===== src/rtl/mealy_pkg.sv =====
// Shared constants, action encoding and prefix/border match helpers for the
// parametrised Mealy sequence detector (used by RTL; available to benches).
package mealy_pkg;

  localparam int MAX_LEN   = 16;
  localparam int LEN_DEF   = 4;
  localparam int CNT_W_DEF = 8;
  localparam logic [MAX_LEN-1:0] PAT_RST_DEF = 16'h000B;

  typedef enum logic [1:0] {
    ACT_IDLE  = 2'd0,
    ACT_SHIFT = 2'd1,
    ACT_LOAD  = 2'd2
  } act_e;

  // Pattern bits are stored MSB-first: pattern position p lives at pat[len-1-p].
  function automatic logic pat_bit(input logic [MAX_LEN-1:0] pat, input int idx);
    logic [MAX_LEN-1:0] sh;
    sh = pat >> idx;
    return sh[0];
  endfunction

  // Bit p of the candidate string: first k pattern bits followed by x.
  function automatic logic cand_bit(input logic [MAX_LEN-1:0] pat, input int len,
                                    input int k, input logic x, input int p);
    logic b;
    if (p < k) b = pat_bit(pat, len - 1 - p);
    else       b = x;
    return b;
  endfunction

  // Largest j <= k+1 such that the last j candidate bits equal the first j pattern bits.
  function automatic int pfx_match(input logic [MAX_LEN-1:0] pat, input int len,
                                   input int k, input logic x);
    int   best;
    logic ok;
    best = 0;
    for (int j = 1; j <= MAX_LEN; j++) begin
      if (j <= k + 1 && j <= len) begin
        ok = 1'b1;
        for (int m = 0; m < MAX_LEN; m++) begin
          if (m < j) begin
            if (cand_bit(pat, len, k, x, k + 1 - j + m) != pat_bit(pat, len - 1 - m))
              ok = 1'b0;
          end
        end
        if (ok) best = j;
      end
    end
    return best;
  endfunction

  // Longest proper border: largest b < len where the first b bits equal the last b bits.
  function automatic int border_len(input logic [MAX_LEN-1:0] pat, input int len);
    int   best;
    logic ok;
    best = 0;
    for (int b = 1; b < MAX_LEN; b++) begin
      if (b < len) begin
        ok = 1'b1;
        for (int m = 0; m < MAX_LEN; m++) begin
          if (m < b) begin
            if (pat_bit(pat, len - 1 - m) != pat_bit(pat, b - 1 - m))
              ok = 1'b0;
          end
        end
        if (ok) best = b;
      end
    end
    return best;
  endfunction

endpackage


===== src/rtl/mealy_next_state.sv =====
// Combinational next-prefix-length and match flag for the sequence detector.
module mealy_next_state
  import mealy_pkg::*;
#(
  parameter int LEN = LEN_DEF,
  parameter int SW  = $clog2(LEN)
) (
  input  logic [SW-1:0]  k,
  input  logic           x_in,
  input  logic [LEN-1:0] pat,
  input  logic           overlap_en,
  output logic [SW-1:0]  next_k,
  output logic           match
);

  logic [MAX_LEN-1:0] pat_ext;
  int                 j;

  assign pat_ext = MAX_LEN'(pat);

  always_comb begin
    j      = pfx_match(pat_ext, LEN, int'(k), x_in);
    match  = (j == LEN);
    next_k = SW'(j);
    // A full match restarts from the pattern's border (overlap) or from scratch.
    if (match) begin
      if (overlap_en) next_k = SW'(border_len(pat_ext, LEN));
      else            next_k = '0;
    end
  end

endmodule


===== src/rtl/mealy_seq_detector.sv =====
// Parametrised Mealy serial sequence detector with runtime-loadable pattern.
// Optional saturating match counter enabled by defining MEALY_MATCH_CNT_EN.
module mealy_seq_detector
  import mealy_pkg::*;
#(
  parameter int             LEN     = LEN_DEF,
  parameter logic [LEN-1:0] PAT_RST = PAT_RST_DEF[LEN-1:0],
  parameter int             CNT_W   = CNT_W_DEF,
  localparam int            SW      = $clog2(LEN)
) (
  input  logic             clk,
  input  logic             rstN,
  input  logic             xIn,
  input  logic             xValid,
  input  logic             patLoad,
  input  logic [LEN-1:0]   patIn,
  input  logic             overlapEn,
  output logic             z,
  output logic [SW-1:0]    state,
  output logic [SW-1:0]    nextState,
  output logic [CNT_W-1:0] matchCnt
);

  logic [SW-1:0]  state_q, state_d;
  logic [LEN-1:0] pat_q, pat_d;
  logic [SW-1:0]  ns_k;
  logic           ns_match;
  logic           z_d;
  act_e           act;

  mealy_next_state #(.LEN(LEN), .SW(SW)) u_next_state (
    .k          (state_q),
    .x_in       (xIn),
    .pat        (pat_q),
    .overlap_en (overlapEn),
    .next_k     (ns_k),
    .match      (ns_match)
  );

  // Load has priority over a qualified bit; the loaded pattern applies from the next bit.
  always_comb begin
    act     = ACT_IDLE;
    state_d = state_q;
    pat_d   = pat_q;
    z_d     = 1'b0;
    if (patLoad)     act = ACT_LOAD;
    else if (xValid) act = ACT_SHIFT;
    case (act)
      ACT_LOAD: begin
        pat_d   = patIn;
        state_d = '0;
      end
      ACT_SHIFT: begin
        state_d = ns_k;
        z_d     = ns_match;
      end
      default: ;
    endcase
  end

  always_ff @(posedge clk or negedge rstN) begin
    if (!rstN) begin
      state_q <= '0;
      pat_q   <= PAT_RST;
    end else begin
      state_q <= state_d;
      pat_q   <= pat_d;
    end
  end

  assign z         = z_d;
  assign state     = state_q;
  assign nextState = state_d;

`ifdef MEALY_MATCH_CNT_EN
  logic [CNT_W-1:0] cnt_q, cnt_d;

  // Saturates at all-ones instead of wrapping.
  always_comb begin
    cnt_d = cnt_q;
    if (z_d && (cnt_q != {CNT_W{1'b1}})) cnt_d = cnt_q + CNT_W'(1);
  end

  always_ff @(posedge clk or negedge rstN) begin
    if (!rstN) cnt_q <= '0;
    else       cnt_q <= cnt_d;
  end

  assign matchCnt = cnt_q;
`else
  assign matchCnt = '0;
`endif

endmodule


===== config.mk =====
export PLATFORM = sky130hd
export DESIGN_NAME = mealy_seq_detector
export DESIGN_NICKNAME = d
export VERILOG_FILES = /design/src/rtl/mealy_pkg.sv /design/src/rtl/mealy_next_state.sv /design/src/rtl/mealy_seq_detector.sv
export SDC_FILE = /design/constraint.sdc
export NUM_CORES = 1
export LEC_CHECK = 0
export ABC_AREA = 0
export CAP_MARGIN = 20
export CORE_ASPECT_RATIO = 0.9
export CORE_MARGIN = 3
export CORE_UTILIZATION = 55
export DETAILED_ROUTE_END_ITERATION = 8
export PLACE_DENSITY = 0.81
export REMOVE_ABC_BUFFERS = 1
export SYNTH_ARGS = -nofsm -noshare
export SYNTH_HDL_FRONTEND = slang
export SYNTH_SLANG_ARGS = --single-unit

===== constraint.sdc =====
create_clock -name clk -period 5 [get_ports clk]
set_input_delay 1 -clock clk [delete_from_list [all_inputs] [get_ports clk]]
set_output_delay 1 -clock clk [all_outputs]
set_load 0.005 [all_outputs]

==> run summary <==
Status -> finished clean
Yosys reg bits -> 6
Commonest cells after routing, fill and taps aside -> ha_1, conb_1, inv_1, buf_4
Clock tree skew after final layout -> 0.01345 ns
Drt initial violations -> 62
TritonCTS clock tree -> done
Final routed DRC violation total -> 0
Setup_tns -> 0 ns
I/O pin count -> 23
Placement-stage worst setup slack -> -0.07827 ns
Maximum buffer depth of the clock tree -> 2
Num CTS Buffers -> 3
Classification of the worst setup path -> reg2out
Crit path time final -> 4.783 ns
Vias after detailed routing -> 1412
Share of cells above drive strength 1 -> 0.1953
Portion of netlist area occupied by mux cells -> 0.08266
Area taken by flip-flops and latches -> 156.4 sq um
Final hold violation count -> 0
Internal power consumption -> 245.2 uW
Area of the die -> 0.003510 sq mm
WL/cell -> 14.14 microns
Cells after synthesis -> 182
Max_slew headroom -> 0.6357
Cell type with the largest total area after synthesis -> ha_1
Critical Path End Type -> primary output
Number of setup violations in the final report -> 0
Xor and xnor area share after synthesis -> 0.05538
Number of antenna violations at the first check in global routing -> 0
Ys Warns -> 0
Die Ht -> 56.51 microns
Total wirelength of the detailed-routed design -> 3578 microns
Leading register cell type out of synthesis -> dfstp_2
Post-cts hold buffer count -> 0
Class of the tightest hold or removal check -> reg2reg
Maximum number of pins on one net before global-route repair -> 16
Synth Area in Compound Gates -> 0.1709
Count of distinct cell types in the synthesized netlist -> 53
Root Buffer -> clkbuf_4
Number of global-route vias before repair -> 1353
EDFF count, synth -> 0
Clock insertion delay at the later pin of the skew report -> 0.25 ns
Count of buffers from port buffering -> 14
Max FO, Critical Path -> 6
Slew Limit Fails -> 0
Max capacitance violation total -> 0
Proportion of power drawn by the clock network -> 0.106
Mean Syn Cell Area -> 8.566 sq um
Vias per cell -> 5.581
Area overhead of the layout relative to synthesis -> 21.67%
Global routing usage summed across all routing layers -> 0.2077
Final core utilization -> 0.7370
Area of the mapped netlist -> 0.001559 sq mm
Final GP Congestion -> 0.8520
Total iterations of the first detailed-routing run -> 4
Grt total ovfl -> 0
Part of the power in registers -> 0.152
Clk sink count -> 6
Cell types with the largest area share after synthesis -> ha_1, fa_1, dfstp_2, dfrtp_1, inv_1
Most common library cell in the layout ignoring fill and taps -> ha_1
PwrDens -> 242.8 mW/mm^2
Area of all placed cells without fillers -> 0.001897 sq mm
Area of placed instances -> 0.001783 sq mm
Startpoint Class -> register
Combinational family with the most area after synthesis -> adder cells
Net Switching -> 215.3 uW
Final HPWL from detailed placement -> 2780 microns
Initial core utilization -> 0.6057
Multi-input gate area in the final layout -> 0.001364 sq mm
Setup slack after layout -> 0.2172 ns
Wire length of the first global-routing pass -> 6030 microns
# diodes -> 0
Number of fill cells in the layout -> 188
Fraction of the mapped netlist area in adder cells -> 0.2761
Design Power -> 460.6 uW
Part of the cycle the worst path needs -> 0.9566
Clk pin slew, worst setup/hold paths -> 0.05 ns
Slew at the pin closest to its max-slew limit -> 0.5326 ns
Post-synth top area share -> 0.2247
Horizontal die dimension -> 62.12 microns
Share of synthesized area occupied by flip-flops and latches -> 0.09872
Fraction of power spent switching nets -> 0.4675
Row count -> 17
Crit path arrival time -> 3.78 ns
Fraction of registers with async set/reset -> 1.000
Final nets -> 258
Leak Pwr -> 0.8693 nW
H-tree depth -> 1
Post-detailed-route count of antenna-violating nets -> 0
Total core area -> 0.002574 sq mm
Part of the power in combinational logic -> 0.742
FMAX -> 209.1 MHz
RSZ-0062 raised after global routing -> yes
Worst ir drop on vdd -> 0.1666 mV
Simple logic cell fraction of the synthesized area -> 0.2022
Data required time of the worst path -> 4.00 ns
## state kept, by name, summed over array words and instances, names as in the netlist
signal,count
state,2
pat_q,4
## cell usage after synthesis, types with 2 or more instances
cell and count:
fa_1 4, ha_1 28, mux4_2 2, mux2_2 3, nand3b_1 2, inv_1 17, dfstp_2 3, conb_1 2
nand2_1 12, nand3_1 3, a21o_1 2, nor4b_1 2, o31ai_1 2, o21ai_0 3, or3_1 3, o211ai_1 4
dfrtp_1 3, a221oi_1 2, buf_2 3, mux2i_1 5, and3_1 2, nand2b_1 5, nor2_1 9, a21oi_1 3
or2_2 2, clkbuf_1 4, nor2b_1 2, xnor2_1 7, a211oi_1 7, o22ai_1 3, buf_4 8, and3b_1 2
nor4bb_1 2, o32ai_1 2
## metal layers
metal	GRT usage	up-vias	wire [microns]
li1	-	682	-
met1	0.2693	674	1590
met2	0.3727	50	1801
met3	0.01400	6	138
met4	0.05678	0	48
met5	0	-	0
## kinds of logic after synthesis
group | after synthesis
other | 2
muxes | 10
AOI/OAI and AO/OA | 35
buffers and inverters | 34
DFF | 6
xor gates and xnor gates | 9
and+or+nand+nor | 54
adders and majority gates | 32
## path summary, 6_finish.rpt
kind                       cells past startpoint      from      endpoint  slack, ns
setup / recovery                              14  state[1]  nextState[0]       0.22
hold reg to reg                                1  pat_q[0]      pat_q[0]       0.68
max in group asynchronous                      1      rstN      pat_q[1]       3.73
min in group asynchronous                      1      rstN      pat_q[2]       0.99
setup reg to reg                              13  state[0]      state[1]       1.61
hold / removal                                 1  pat_q[0]      pat_q[0]       0.68
## critical path, cell delays in order (launching register included)
cell and delay, ns:
dfrtp_2 0.42, ha_1 0.19, inv_1 0.10, ha_2 0.35
ha_1 0.18, inv_1 0.09, fa_1 0.36, nor4_1 0.18
nand2_1 0.13, a2111oi_4 0.32, nor3_1 0.09, o211ai_1 0.38
nor4b_4 0.33, o32ai_2 0.12, dlygate4sd2_1 0.29
## through the flow
step	std cells	hold slack (ns)
after floorplan	183	0.6467
after global placement	245	0.6701
after detailed placement	245	0.6737
after CTS	252	0.6789
after global routing	253	0.7016
final	253	0.6807
## final cells by class
type | count | area share
multi-input cells | 160 | 0.7190
repair buffers | 28 | 0.1260
flip-flops and latches | 6 | 0.08245
inverters | 17 | 0.03364
well taps | 38 | 0.02507
clock buffers | 4 | 0.01385
## power by group through the flow
stage	Sequential (mW)	Clock, mW	Combinational, mW
detailed placement	0.0705	0	0.301
CTS	0.0698	0.0516	0.320
global route	0.0711	0.0556	0.377
floorplan	0.0700	0	0.211
global placement	0.0701	0	0.290
finish	0.0701	0.0488	0.342
## timing repair
action,4_1_cts,5_1_grt
pin swaps,4,3
buffers inserted,3,1
gates resized for setup,10,6
setup endpoints to repair,2,2
No activity file was read; power rests on OpenSTA's default activity.
